===== src/rtl/frame_cfg_pkg.sv =====
// Shared types and constants for the fabric configuration frame writer.
// Pure declarations; no logic, no latency.
// Header field positions are kept here so writer and any future reader agree.
package frame_cfg_pkg;

    // Writer sequencing: collect header and rows, then a guarded strobe pulse
    typedef enum logic [2:0] {
        IDLE,
        LOAD,
        SETUP,
        STROBE,
        HOLD
    } state_t;

    localparam logic [7:0] SYNC_BYTE = 8'hFA;

    // Header word layout: [31:24] sync, [23:16] column, [15:8] frame, [7:0] unused
    localparam int HDR_FIELD_W   = 8;
    localparam int HDR_SYNC_LSB  = 24;
    localparam int HDR_COL_LSB   = 16;
    localparam int HDR_FRAME_LSB = 8;

    function automatic logic [7:0] hdr_sync(input logic [31:0] word);
        return word[HDR_SYNC_LSB +: HDR_FIELD_W];
    endfunction

    function automatic logic [7:0] hdr_column(input logic [31:0] word);
        return word[HDR_COL_LSB +: HDR_FIELD_W];
    endfunction

    function automatic logic [7:0] hdr_frame(input logic [31:0] word);
        return word[HDR_FRAME_LSB +: HDR_FIELD_W];
    endfunction

    // A header addresses a real strobe only with the right sync and in-range indices
    function automatic logic header_ok(input logic [31:0] word,
                                       input int num_columns,
                                       input int frames_per_col);
        return (hdr_sync(word) == SYNC_BYTE) &&
               (int'(hdr_column(word)) < num_columns) &&
               (int'(hdr_frame(word)) < frames_per_col);
    endfunction

endpackage


===== src/rtl/frame_strobe_decoder.sv =====
// Registered one-hot decode of (column, frame, enable) into the FrameStrobe vector.
// Latency: 1 cycle from enable to strobe; output is a flop so it cannot glitch.
// No backpressure; the strobe simply follows enable one cycle later.
module frame_strobe_decoder #(
    parameter int MaxFramesPerCol = 20,
    parameter int NumColumns      = 4
) (
    input  logic                                  clk,
    input  logic                                  reset,
    input  logic [7:0]                            column,
    input  logic [7:0]                            frame,
    input  logic                                  enable,
    output logic [NumColumns*MaxFramesPerCol-1:0] strobe
);

    logic [NumColumns*MaxFramesPerCol-1:0] onehot;

    // Full compare per bit so an out-of-range index can never select a strobe
    always_comb begin
        onehot = '0;
        for (int c = 0; c < NumColumns; c++) begin
            for (int f = 0; f < MaxFramesPerCol; f++) begin
                if (enable && (column == 8'(c)) && (frame == 8'(f))) begin
                    onehot[c*MaxFramesPerCol + f] = 1'b1;
                end
            end
        end
    end

    // Strobe register, cleared by reset
    always_ff @(posedge clk) begin
        if (reset) begin
            strobe <= '0;
        end else begin
            strobe <= onehot;
        end
    end

endmodule


===== src/rtl/frame_config_writer.sv =====
// Assembles a column-height frame from header + NumRows words and pulses one FrameStrobe bit.
// Latency: last word at edge t -> strobe high after t+2..t+1+StrobeCycles, ready after t+2+StrobeCycles.
// Backpressure: s_ready high only while collecting (IDLE/LOAD); low from SETUP through HOLD.
module frame_config_writer
    import frame_cfg_pkg::*;
#(
    parameter int FrameBitsPerRow = 32,
    parameter int MaxFramesPerCol = 20,
    parameter int NumRows         = 4,
    parameter int NumColumns      = 4,
    parameter int StrobeCycles    = 2
) (
    input  logic                                  UserCLK,
    input  logic                                  Reset,
    input  logic [31:0]                           s_data,
    input  logic                                  s_valid,
    output logic                                  s_ready,
    output logic [NumRows*FrameBitsPerRow-1:0]    FrameData,
    output logic [NumColumns*MaxFramesPerCol-1:0] FrameStrobe,
    output logic                                  busy,
    output logic                                  err,
    output logic [15:0]                           frames_written
);

    localparam int ROW_W = (NumRows > 1) ? $clog2(NumRows) : 1;
    localparam int STB_W = (StrobeCycles > 1) ? $clog2(StrobeCycles) : 1;
    localparam logic [ROW_W-1:0] LAST_ROW = ROW_W'(NumRows - 1);
    localparam logic [STB_W-1:0] LAST_STB = STB_W'(StrobeCycles - 1);

    state_t                              state;
    state_t                              state_next;
    logic [ROW_W-1:0]                    row_cnt;
    logic [STB_W-1:0]                    strobe_cnt;
    logic [7:0]                          column_q;
    logic [7:0]                          frame_q;
    logic [NumRows*FrameBitsPerRow-1:0]  frame_data_q;
    logic                                err_q;
    logic [15:0]                         frames_written_q;
    logic                                accept;
    logic                                hdr_good;
    logic                                strobe_en;

    assign accept   = s_valid && s_ready;
    assign hdr_good = header_ok(s_data, NumColumns, MaxFramesPerCol);

    // State register
    always_ff @(posedge UserCLK) begin
        if (Reset) begin
            state <= IDLE;
        end else begin
            state <= state_next;
        end
    end

    // Next-state: rows are collected only after a good header; the strobe phase is fixed-length
    always_comb begin
        state_next = state;
        case (state)
            IDLE:    if (s_valid && hdr_good) state_next = LOAD;
            LOAD:    if (s_valid && (row_cnt == LAST_ROW)) state_next = SETUP;
            SETUP:   state_next = STROBE;
            STROBE:  if (strobe_cnt == LAST_STB) state_next = HOLD;
            HOLD:    state_next = IDLE;
            default: state_next = IDLE;
        endcase
    end

    // Outputs decoded from state. The decoder flop delays the strobe by one cycle,
    // so SETUP plus the first STROBE cycle give two cycles of data setup margin
    always_comb begin
        s_ready   = 1'b0;
        busy      = 1'b1;
        strobe_en = 1'b0;
        case (state)
            IDLE: begin
                s_ready = 1'b1;
                busy    = 1'b0;
            end
            LOAD:    s_ready   = 1'b1;
            STROBE:  strobe_en = 1'b1;
            default: ;
        endcase
    end

    // Header latch and row counter
    always_ff @(posedge UserCLK) begin
        if (Reset) begin
            column_q <= '0;
            frame_q  <= '0;
            row_cnt  <= '0;
        end else if (accept && (state == IDLE) && hdr_good) begin
            column_q <= hdr_column(s_data);
            frame_q  <= hdr_frame(s_data);
            row_cnt  <= '0;
        end else if (accept && (state == LOAD)) begin
            row_cnt  <= row_cnt + 1'b1;
        end
    end

    // Frame data only moves on a LOAD acceptance, so it is frozen around the strobe
    always_ff @(posedge UserCLK) begin
        if (Reset) begin
            frame_data_q <= '0;
        end else if (accept && (state == LOAD)) begin
            frame_data_q[row_cnt*FrameBitsPerRow +: FrameBitsPerRow] <= FrameBitsPerRow'(s_data);
        end
    end

    // Strobe-length counter, reloaded whenever the FSM is outside STROBE
    always_ff @(posedge UserCLK) begin
        if (Reset) begin
            strobe_cnt <= '0;
        end else if (state == STROBE) begin
            strobe_cnt <= strobe_cnt + 1'b1;
        end else begin
            strobe_cnt <= '0;
        end
    end

    // Sticky bad-header flag and completed-frame counter (wraps naturally)
    always_ff @(posedge UserCLK) begin
        if (Reset) begin
            err_q            <= 1'b0;
            frames_written_q <= '0;
        end else begin
            if (accept && (state == IDLE) && !hdr_good) begin
                err_q <= 1'b1;
            end
            if (state == HOLD) begin
                frames_written_q <= frames_written_q + 16'd1;
            end
        end
    end

    frame_strobe_decoder #(
        .MaxFramesPerCol (MaxFramesPerCol),
        .NumColumns      (NumColumns)
    ) u_strobe_decoder (
        .clk    (UserCLK),
        .reset  (Reset),
        .column (column_q),
        .frame  (frame_q),
        .enable (strobe_en),
        .strobe (FrameStrobe)
    );

    assign FrameData      = frame_data_q;
    assign err            = err_q;
    assign frames_written = frames_written_q;

endmodule


===== config.mk =====
export PLATFORM = sky130hd
export DESIGN_NAME = frame_config_writer
export DESIGN_NICKNAME = d
export VERILOG_FILES = /design/src/rtl/frame_cfg_pkg.sv /design/src/rtl/frame_strobe_decoder.sv /design/src/rtl/frame_config_writer.sv
export SDC_FILE = /design/constraint.sdc
export NUM_CORES = 1
export LEC_CHECK = 0
export CAP_MARGIN = 20
export CORE_MARGIN = 5
export CORE_UTILIZATION = 42
export CTS_CLUSTER_SIZE = 30
export DETAILED_ROUTE_END_ITERATION = 16
export PLACE_DENSITY = 0.84
export SLEW_MARGIN = 20
export SYNTH_ARGS = -nofsm -noshare
export SYNTH_HDL_FRONTEND = slang
export SYNTH_SLANG_ARGS = --single-unit

===== constraint.sdc =====
create_clock -name UserCLK -period 1.84 [get_ports UserCLK]
set_clock_uncertainty 0.2 [all_clocks]
set_input_delay 0.368 -clock UserCLK [delete_from_list [all_inputs] [get_ports UserCLK]]
set_output_delay 0.368 -clock UserCLK [all_outputs]
set_load 0.03 [all_outputs]

==> Word level (Yosys, flattened, before mapping) <==
Cells that the tools add are included.
{ "word_totals": {"ff_bits": 247, "wordCells": 238, "inputBits": 35} }
{ "classes": {"bitwise": 1, "add_sub_neg": 4, "n_shift": 2, "reduce_logical": 101, "magnitude_cmp": 2, "n_mux": 88, "n_eq_ne": 31} }
{ "ops": {"columns": ["operator", "n"], "rows": [
  ["$bwmux 128", 1],
  ["$shift 32x34->128 const A", 1],
  ["$shiftx 32x34->128", 1],
  ["$logic_and 1x1->1", 93],
  ["$mux 1", 83],
  ["$eq 8x4->1 const B", 8],
  ["$neg 7->34", 1],
  ["$eq 8x2->1 const B", 4],
  ["$eq 8x3->1 const B", 4],
  ["$eq 8x5->1 const B", 4],
  ["$add 16x1->16 const B", 1],
  ["$eq 8x1->1 const B", 2],
  ["$logic_not 8->1", 2],
  ["$pmux 3 s4", 1],
  ["$mux 3", 3],
  ["$eq 8x8->1 const B", 1],
  ["$lt 8x3->1 const B", 1],
  ["$lt 8x5->1 const B", 1],
  ["$eq 3x2->1 const B", 2],
  ["$ne 2x2->1 const B", 3],
  ["$reduce_or 2->1", 3],
  ["$eq 3x1->1 const B", 1],
  ["$eq 3x3->1 const B", 1],
  ["$logic_not 3->1", 1],
  ["other kinds (6)", 6]
]} }

==> Logic depth before layout (Yosys ltp) <==
Gate-level depths: netlist of run 1.
{ "depth": {"word_depth": 7, "ltp_mapped": 7, "ltp_nobuf": 5} }

==> Cells and area by module <==
From an unflattened synthesis of run 1, not the netlist that was laid out.
{ "unflattened": {"cells_unflattened": 974, "hier_area_um2": 8843.5} }
{ "modules_own_cells": {"columns": ["module", "n_inst", "cells_per_inst", "area_per_inst_um2", "seq_area_each_um2"], "rows": [
  ["frame_config_writer", 1, 759, 6471.2, 3343.2],
  ["frame_strobe_decoder", 1, 215, 2372.3, 1601.5]
]} }

==> Worst setup path before layout of run 1 <==
No wires, ideal clock.
{ "synth_path": {"path_kind": "register -> register", "start": "register row_cnt[0]", "end": "register frame_data_q[10] (netlist: FrameData[10])", "stages_incl_launch_ff": 7, "setup_slack_ns": -0.206, "setup_ns": 0.070, "t_arrival_ns": 1.776, "n_path_buf": 1, "cell_sequence": "dfxtp_1 > inv_1 > ha_1 > nor3b_1 > clkbuf_1 > nand3_1 > a21oi_1"} }
{ "synth_via": {"elab_chain_cells": 3} }
{ "synth_rtl": {"columns": ["item", "line_no", "source"], "rows": [
  ["start: declaration", "frame_config_writer.sv:32", "logic [ROW_W-1:0] row_cnt;"],
  ["start signal: assignment", "frame_config_writer.sv:96", "row_cnt <= row_cnt + 1'b1;"],
  ["$neg 7->34 (*)", "frame_config_writer.sv:105", "frame_data_q[row_cnt*FrameBitsPerRow +: FrameBitsPerRow] <= FrameBitsPerRow'(s_data);"],
  ["$shiftx 32x34->128 / $shift 32x34->128 (equally long branches)", "frame_config_writer.sv:105", null],
  ["$bwmux 128 (*)", "frame_config_writer.sv:105", null],
  ["end signal: indexed assignment", "frame_config_writer.sv:105", null],
  ["end: declaration", "frame_config_writer.sv:36", "logic [NumRows*FrameBitsPerRow-1:0] frame_data_q;"]
]} }
Mark *: on every way between the ends. The rest lies on a longest branch, timed or not.
A chain may end at the register's enable or synchronous reset.

==> Final worst setup path of run 1 <==
{ "layout_path": {"start": "register state[2]", "end": "register u_strobe_decoder.strobe[68]"} }
{ "layout_via": {"elab_chain_cells": 5} }
{ "layout_rtl": {"columns": ["item", "line_no", "source"], "rows": [
  ["start: declaration", "frame_config_writer.sv:30", "state_t state;"],
  ["start signal: assignment", "frame_config_writer.sv:51", "state <= state_next;"],
  ["$eq 3x2->1", "frame_config_writer.sv:74", "case (state)"],
  ["$mux 1", "frame_config_writer.sv:74", null],
  ["$logic_and 1x1->1 (2 in series)", "frame_strobe_decoder.sv:23", "if (enable && (column == 8'(c)) && (frame == 8'(f))) begin"],
  ["$mux 1", "frame_strobe_decoder.sv:23", null],
  ["end signal: assignment", "frame_strobe_decoder.sv:35", "strobe <= onehot;"],
  ["end: declaration", "frame_strobe_decoder.sv:13", "output logic [NumColumns*MaxFramesPerCol-1:0] strobe"]
]} }
No other way between the ends.

==> results of run 1 <==
==> logic make-up after synthesis <==
group	share of synthesized area (%)
and+or+nand+nor	26.47
DFF	57.38
AOI/OAI and AO/OA	8.378
buffers and inverters	4.617
xor gates and xnor gates	1.220
muxes	1.060
adders and majority gates	0.8712
==> report_power, final <==
part           switching (W)  leakage [nW]  total, W  internal (W)
clock                0.00224         0.399   0.00515       0.00290
sequential        0.00000136          1.99   0.00534       0.00534
combinational       0.000187          2.94  0.000307      0.000120
total                0.00243          5.34    0.0108       0.00837
==> metal layers <==
metal	vias up	track usage (%)	part of all wire (%)
met5	-	0	0.060
met4	2	9.631	4.6
met3	117	8.567	11
met2	507	42.61	49
met1	4213	27.37	36
li1	3964	-	-
==> worst paths after layout <==
path	from	to	slack [ns]	cells past startpoint
min	s_data[20]	FrameData[52]	0.07	3
max	state[2]	u_strobe_decoder.strobe[68]	-0.20	7
min reg2reg	FrameData[8]	FrameData[8]	0.25	2
max reg2reg	state[2]	u_strobe_decoder.strobe[68]	-0.20	7
==> flip-flops by register name (all words and copies together) (netlist names) <==
name	flops
err	1
state	3
column_q	8
frame_q	8
u_strobe_decoder.strobe	80
row_cnt	2
FrameData	128
strobe_cnt	1
frames_written	16
==> worst max-delay path: cells and delay by family, from the launching register on <==
kind,cells,cell delay (ns)
flip-flops,1,0.36
buffers and inverters,3,0.48
AND/OR/NAND/NOR,4,0.95
==> placed cells by master (no fill, tap or decap), types with 5 or more instances in the layout <==
master and n:
a21oi_1 105, buf_2 11, dfxtp_2 5, nor3_1 6, clkdlybuf4s15_1 45, nand2_4 8
nor2_2 34, clkdlybuf4s15_2 54, nand3_1 114, mux2i_1 8, xor2_1 5, xnor2_1 7
dlygate4sd2_1 44, nand2b_1 15, clkdlybuf4s50_1 20, clkbuf_2 73, buf_6 34, nor2_1 50
dfxtp_1 239, nand4_1 13, a21oi_2 28, nor4_4 6, nand2_1 138, nor3b_1 10
buf_12 16, nand2_2 7, dlymetal6s2s_1 8, nor2_4 18, nand3_2 15, clkbuf_16 31
buf_4 68
==> synth_stat cells, types with 8 or more instances <==
library cell  count
nand2b_1         15
nand2_1         156
buf_2            12
nand4_1          13
nor2_1          102
a21oi_1         133
nand3_1         132
dfxtp_1         247
clkbuf_1         46
nor3b_1          14
buf_4            11
mux2i_1           8
nor3_1           10
==> metrics by stage <==
step	instances	utilization (%)	setup TNS, ns	power, W
2_1_floorplan	973	-	0	0.005546
3_3_place_gp	1508	59.25	-53.94	0.005740
3_5_place_dp	1508	59.25	-59.75	0.005741
4_1_cts	1576	66.26	-2.470	0.01081
5_1_grt	1603	68.84	-15.74	0.01109
6_report	1603	68.84	-7.278	0.01080
==> cell type report <==
type	count	area [um^2]
antenna	2	5.005
clock buffer	30	664.4
clock inverter	16	170.2
fill	1464	6306
inverter	7	31.28
multi-input combinational	645	4084
sequential	247	4962
tap	270	337.8
timing repair buffer	386	3674
==> timing repair <==
item | CTS | global route
pin swaps | 55 | 65
setup buffers | 13 | 21
cloned | 10 | 6
hold endpoints to repair | 0 | 4
hold buffers | 0 | 1
setup endpoints to repair | 394 | 305
gates resized for setup | 549 | 289
==> flow_summary.yaml, run 1 <==
synth:
  synth-edff-count: 0
  yosysTopAreaCellShare_pct: 57.38
  synth_warnings: 0
  synth_cells: 973
  synthArstFlopShare_pct: 0
  ys_ff_latch: 247
  synth-main-ff-cell: "dfxtp_1"
  syn_avg_cell_area_um2: 8.856
  synth_area_um2: 8617
  syn_nets: 1014
  synth.area.top_cells: "dfxtp_1, a21oi_1, nand3_1"
  yosysTopAreaCell: "dfxtp_1"
  yosysSeqAreaShare_pct: 57.38
  yosysUniqueCellTypes: 41
outcome:
  violations: "setup timing"
  status: "complete, but fails checks"
grt:
  grt_usage_pct: 24.45
  grt_pass1_wl_mm: 46.87
  antenna_found_initial: 3
  gr-total-overflow: 0
  grt_pass1_vias: 8473
  grt_max_degree: 63
timing:
  layout_setup_ws_ns: -0.2046
  hold_violations: 0
  rsz0062_at_grt: "true"
  fmax_mhz: 489.1
  period_share_pct: 111.1
  fin_hold_ws_ns: 0.07438
  slew_headroom_pct: 47.21
  worst_pin_slew_ns: 0.7902
  setup_viol: 89
  drv_slew: 0
  fin_crit_ns: 2.045
placement:
  place_congestion: 0.8386
  placed_area_um2: 11990
  place_ws_ns: -0.8511
  hpwl_mm: 19.58
  port_buffers: 261
detailed_routing:
  drt_iter0_drc: 639
  post_drt_wl_per_cell_um: 20.71
  ant_nets: 0
  viasPerCell: 5.492
  wirelength_mm: 33.21
  first_pass_iters: 5
  drc: 0
  vias: 8803
cts:
  clkSlewWorstSetupHoldPaths_ns: 0.06
  cts-root-buf: "clkbuf_16"
  cts_sinks: 247
  cts_tree: "built"
  htreeDepth: 1
  numCtsBuffers: 25
  clock_path_buffers: 3
  clk_latency_ns: 0.54
layout:
  layout.nets: 1353
  drive_gt1_share_pct: 35.69
  area_growth_pct: 61.64
  design_area_um2: 13930
power_and_ir_drop:
  leakage_nw: 5.337
  vdd_drop_max_uv: 663.3
  p_per_area_nw_per_um2: 775.1
die:
  num_io_pins: 262
  start_util_pct: 42.59
  row_count: 52
  die_h_um: 153.2
  die_area_um2: 23480
  fp.dieW_um: 153.2
  design.core.area_um2: 20230
worst_setup_path:
  arrival_ns: 2.31
  critPathLaunchType: "register"
  crit_fanout: 10
  worstPathCellList: "or4_4, buf_4, nor3_4, nand4_1, buf_6, clkbuf_16, nor2_1"
  slowest_stage: "or4_4"
  crit_type: "reg2reg"
  end_kind: "register"
  cp_slowest_stage_delay_ns: 0.56
  worstPathRequired_ns: 2.10
job:
  max_cap_violations: 0
hold_path:
  min_path_type: "in2reg"
Note: power is estimated with default switching activity, not from simulation.
==> run 2, diff against run 1 <==
--- a/config.mk
+++ b/config.mk
@@ -7,10 +7,12 @@
 export LEC_CHECK = 0
 export CAP_MARGIN = 20
 export CORE_MARGIN = 5
-export CORE_UTILIZATION = 42
+export CORE_UTILIZATION = 55
 export CTS_CLUSTER_SIZE = 30
 export DETAILED_ROUTE_END_ITERATION = 16
-export PLACE_DENSITY = 0.84
+export DONT_BUFFER_PORTS = 1
+export PLACE_DENSITY = 0.81
+export REMOVE_ABC_BUFFERS = 1
 export SLEW_MARGIN = 20
 export SYNTH_ARGS = -nofsm -noshare
 export SYNTH_HDL_FRONTEND = slang
==> flow_summary.yaml, run 2 (synthesized netlist as in run 1, its figures left out) <==
power_and_ir_drop:
  clockPowerShare_pct: 48.7
  internal_power_w: 0.008467
  combPwrFrac_pct: 0.8
  total_power_w: 0.01060
  leakage_nw: 3.828
  seqPwrFrac_pct: 50.5
  switchingPower_w: 0.002133
  vdd_drop_max_uv: 909.7
  p_per_area_nw_per_um2: 936.2
  sw_frac_of_total_pct: 20.12
detailed_routing:
  first_pass_iters: 8
  drt_iter0_drc: 526
  post_drt_wl_per_cell_um: 21.61
  wirelength_mm: 27.62
  drc: 0
  ant_nets: 0
  viasPerCell: 5.912
  vias: 7556
cts:
  htreeDepth: 1
  clkSlewWorstSetupHoldPaths_ns: 0.07
  cts_tree: "built"
  cts_sinks: 247
  clk_latency_ns: 0.53
  clock_path_buffers: 3
  numCtsBuffers: 25
  hold_buffers: 26
  cts-root-buf: "clkbuf_16"
hold_path:
  min_from: "Reset"
  min_path_type: "in2reg"
  hold_depth: 1
  min_to: "FrameData[18]"
layout:
  diodes: 0
  register_area_um2: 4956
  final_cell_mix: "dfxtp_1, nand2_1, nand3_1"
  design_area_um2: 11320
  layout.nets: 1092
  nFillCells: 1057
  drive_gt1_share_pct: 26.71
  largest_reg_flops: 128
  final_common_cell: "dfxtp_1"
  multi_input_area_um2: 3914
  fin_cells: 1278
  area_growth_pct: 31.39
placement:
  port_buffers: 0
  placed_cells: 1186
  place_congestion: 0.8007
  hpwl_mm: 16.20
  placed_area_um2: 9269
worst_setup_path:
  r2r_start: "state[2]"
  slowest_stage: "or4_4"
  worstPathCellList: "or4_4, nor4_4, nand3_2, buf_12, nor2_1"
  r2r_setup_slack_ns: -0.12
  r2r-end: "u_strobe_decoder.strobe[58]"
  crit_type: "reg2reg"
  cp_slowest_stage_delay_ns: 0.57
  critPathLaunchType: "register"
  crit_fanout: 20
  worstPathRequired_ns: 2.06
  crit_buf_inv: 1
  reg2reg_depth: 5
  crit_family: "simple AND/OR/NAND/NOR gates"
  arrival_ns: 2.18
  end_kind: "register"
die:
  die_area_um2: 18270
  num_io_pins: 262
  start_util_pct: 56.47
  fp.dieW_um: 135.2
  design.core.area_um2: 15260
  row_count: 45
  die_h_um: 135.2
timing:
  setup_viol: 44
  layout_setup_ws_ns: -0.1226
  rsz0062_at_grt: "true"
  worst_pin_slew_ns: 0.5211
  drv_slew: 0
  hold_violations: 157
  period_share_pct: 106.7
  fmax_mhz: 509.5
  slew_headroom_pct: 65.10
  fin_hold_ws_ns: -0.2980
  fin_crit_ns: 1.963
  tns_ns: -1.503
grt:
  grt_pass1_vias: 7242
  gr-total-overflow: 0
  grt_max_degree: 178
  grt_pass1_wl_mm: 39.47
  grt_usage_pct: 26.50
  antenna_found_initial: 0
job:
  max_cap_violations: 0
outcome:
  status: "complete, but fails checks"
  violations: "hold timing, setup timing"
-- run 2: per-stage QoR --
step / worst slack [ns] / utilization (%)
2_1_floorplan: -1.505 / -
3_3_place_gp: -0.1115 / 60.75
3_5_place_dp: -0.1395 / 60.75
4_1_cts: -0.1191 / 68.89
5_1_grt: -0.1504 / 74.20
6_report: -0.1226 / 74.20
-- run 2: cell type report --
| type | count | area share, % |
|---|---|---|
| timing repair buffer | 125 | 11.68 |
| clock inverter | 11 | 1.260 |
| tap | 211 | 2.332 |
| sequential | 247 | 43.77 |
| multi-input combinational | 645 | 34.57 |
| clock buffer | 32 | 6.111 |
| inverter | 7 | 0.2763 |
-- run 2: what timing repair did --
item | in CTS | in global routing
pin swaps | 6 | 83
setup buffers | 4 | 11
cloned | 2 | 7
endpoints found under the setup margin | 146 | 228
endpoints found under the hold margin | 167 | 157
resized for setup | 23 | 164
-- run 2: power by group through the flow --
| stage | clock (W) | combinational [W] | sequential, W |
|---|---|---|---|
| after floorplan | 0 | 0.0000268 | 0.00547 |
| after global placement | 0 | 0.0000373 | 0.00547 |
| after detailed placement | 0 | 0.0000371 | 0.00547 |
| after CTS | 0.00517 | 0.0000791 | 0.00535 |
| after global routing | 0.00544 | 0.0000895 | 0.00535 |
| final | 0.00516 | 0.0000841 | 0.00535 |
-- run 2: how the worst max path moves through the flow --
stage	start	end	slack [ns]	cells past startpoint
final	state[2]	u_strobe_decoder.strobe[58]	-0.12	5
after detailed placement	s_data[23]	column_q[1]	-0.14	6
after global routing	state[2]	u_strobe_decoder.strobe[58]	-0.15	5
after global placement	s_data[19]	frame_q[1]	-0.11	5
after CTS	state[0]	busy	-0.12	4
after floorplan	state[2]	column_q[0]	-1.50	4
-- run 2: worst register-to-register path: stages (launching register included) --
cell and delay (ns):
dfxtp_4 0.37, or4_4 0.57, nor4_4 0.23, nand3_2 0.14
buf_12 0.18, nor2_1 0.19
-- run 2: layer usage --
metal  vias to the layer above  wire, um  global-route usage [%]
li1                       3428         -                       -
met1                      3607     10130                   30.98
met2                       446     13540                   45.82
met3                        75      3108                   9.212
met4                         0       842                   8.175
met5                         -         0                       0
==> run 3, diff against run 2 <==
--- a/config.mk
+++ b/config.mk
@@ -7,11 +7,10 @@
 export LEC_CHECK = 0
 export CAP_MARGIN = 20
 export CORE_MARGIN = 5
-export CORE_UTILIZATION = 55
+export CORE_UTILIZATION = 42
 export CTS_CLUSTER_SIZE = 30
 export DETAILED_ROUTE_END_ITERATION = 16
-export DONT_BUFFER_PORTS = 1
-export PLACE_DENSITY = 0.81
+export PLACE_DENSITY = 0.84
 export REMOVE_ABC_BUFFERS = 1
 export SLEW_MARGIN = 20
 export SYNTH_ARGS = -nofsm -noshare
==> flow_summary.yaml, run 3 (synthesized netlist as in run 1, its figures left out) <==
die:
  die_area_um2: 23480
  row_count: 52
  start_util_pct: 42.59
  design.core.area_um2: 20230
  fp.dieW_um: 153.2
  num_io_pins: 262
  die_h_um: 153.2
worst_setup_path:
  r2r_start: "state[2]"
  slowest_stage: "and4bb_2"
  reg2reg_depth: 8
  end_kind: "register"
  critPathLaunchType: "register"
  cpMostUsedCell: "buf_6"
  crit_fanout: 6
  cp_slowest_stage_delay_ns: 0.36
  arrival_ns: 2.32
  r2r_setup_slack_ns: -0.26
  crit_type: "reg2reg"
  r2r-end: "FrameData[56]"
  worstPathRequired_ns: 2.06
  worstPathCellList: "buf_6, buf_4, and4bb_2, buf_6, and2_4, buf_12, nand3_1, a21oi_1"
grt:
  grt_usage_pct: 23.26
  gr-total-overflow: 0
  antenna_found_initial: 0
  grt_pass1_wl_mm: 44.77
  grt_pass1_vias: 8075
  grt_max_degree: 105
timing:
  slew_headroom_pct: 51.95
  rsz0062_at_grt: "true"
  fmax_mhz: 476.6
  drv_slew: 0
  hold_violations: 0
  worst_pin_slew_ns: 0.7207
  fin_crit_ns: 2.098
  period_share_pct: 114.0
  layout_setup_ws_ns: -0.2581
  setup_viol: 220
cts:
  clk_latency_ns: 0.51
  hold_buffers: 0
  cts_sinks: 247
  cts-root-buf: "clkbuf_16"
  htreeDepth: 1
  numCtsBuffers: 25
  clock_path_buffers: 3
  clkSlewWorstSetupHoldPaths_ns: 0.07
  cts_tree: "built"
placement:
  place_congestion: 0.8329
  hpwl_mm: 19.20
  place_ws_ns: -0.8280
  port_buffers: 261
detailed_routing:
  viasPerCell: 5.586
  wirelength_mm: 35.93
  first_pass_iters: 6
  post_drt_wl_per_cell_um: 22.44
  ant_nets: 0
  drt_iter0_drc: 434
  vias: 8943
  drc: 0
layout:
  final_common_cell: "dfxtp_1"
  largest_reg_flops: 128
  drive_gt1_share_pct: 39.07
  final_cell_mix: "dfxtp_1, nand2_1, a21oi_2"
  area_growth_pct: 72.31
  diodes: 0
  layout.nets: 1357
power_and_ir_drop:
  vdd_drop_max_uv: 696.6
  leakage_nw: 5.548
  total_power_w: 0.01117
  p_per_area_nw_per_um2: 752.0
hold_path:
  min_to: "FrameData[29]"
  min_from: "s_data[29]"
  hold_depth: 4
  min_path_type: "in2reg"
job:
  max_cap_violations: 0
outcome:
  status: "complete, but fails checks"
  violations: "setup timing"
-- run 3: cell count changes in the layout (fill, tap and decap cells not counted), moves of 25 or more --
cell | before | now
clkbuf_2 | 0 | 57
a21oi_1 | 99 | 41
nand3_4 | 0 | 36
dlygate4sd3_1 | 25 | 0
nand3_2 | 24 | 67
clkdlybuf4s15_1 | 0 | 71
a21oi_2 | 34 | 92
dlygate4sd2_1 | 0 | 76
nand3_1 | 109 | 30
-- run 3: power breakdown --
| part | switching, W | total (W) | internal, W |
|---|---|---|---|
| Combinational | 0.000219 | 0.000346 | 0.000127 |
| Clock | 0.00209 | 0.00547 | 0.00338 |
| Sequential | 0.00000154 | 0.00535 | 0.00535 |
-- run 3: critical path, delay by kind of cell, from the launching register on --
family	cells	cell delay, ns
compound gates	1	0.24
buf+inv	4	0.54
flops	1	0.34
simple gates	3	0.70
-- run 3: what timing repair did --
action / 4_1_cts / 5_1_grt
cloned: 4 / 23
buffers inserted: 5 / 17
resized for setup: 379 / 493
pin swaps: 7 / 179
setup endpoints to repair: 354 / 326
-- run 3: per-layer routing --
metal  global-route usage [%]  part of all wire [%]  up-vias
met5                        0                     0        -
met4                    6.619                   5.4        0
met3                    8.001                    10      139
met2                    39.53                    49      549
met1                    28.06                    35     4283
li1                         -                     -     3972
-- run 3: area by class of cell --
| type | count | area, um^2 |
|---|---|---|
| flip-flops and latches | 247 | 4954 |
| repair buffers | 390 | 3908 |
| clock inverters | 6 | 155.1 |
| inverters | 7 | 28.78 |
| multi-input cells | 645 | 4748 |
| well taps | 270 | 337.8 |
| clock buffers | 36 | 716.9 |
| fillers | 1361 | 5386 |
-- run 3: stage by stage --
stage          cells  utilization [%]  hold slack [ns]  TNS [ns]  area (um^2)
2_1_floorplan    899                -           0.2261   -208.62         8245
6_report        1601            73.38           0.1105    -27.53        14850
5_1_grt         1601            73.38           0.1165    -39.66        14850
4_1_cts         1561            63.84           0.1879    -1.067        12920
3_3_place_gp    1510            59.00           0.2365    -52.84        11940
3_5_place_dp    1510            59.00           0.2425    -58.61        11940
-- run 3: worst max-delay path by stage --
stage                          start            end  slack, ns  cells past startpoint
after detailed placement  s_data[13]    column_q[0]      -0.83                      7
after global placement    s_data[23]     frame_q[0]      -0.75                      7
after floorplan             state[2]    column_q[0]      -1.50                      4
after global routing        state[2]  FrameData[45]      -0.33                      8
after CTS                   state[0]           busy      -0.21                      5
final                       state[2]  FrameData[56]      -0.26                      8
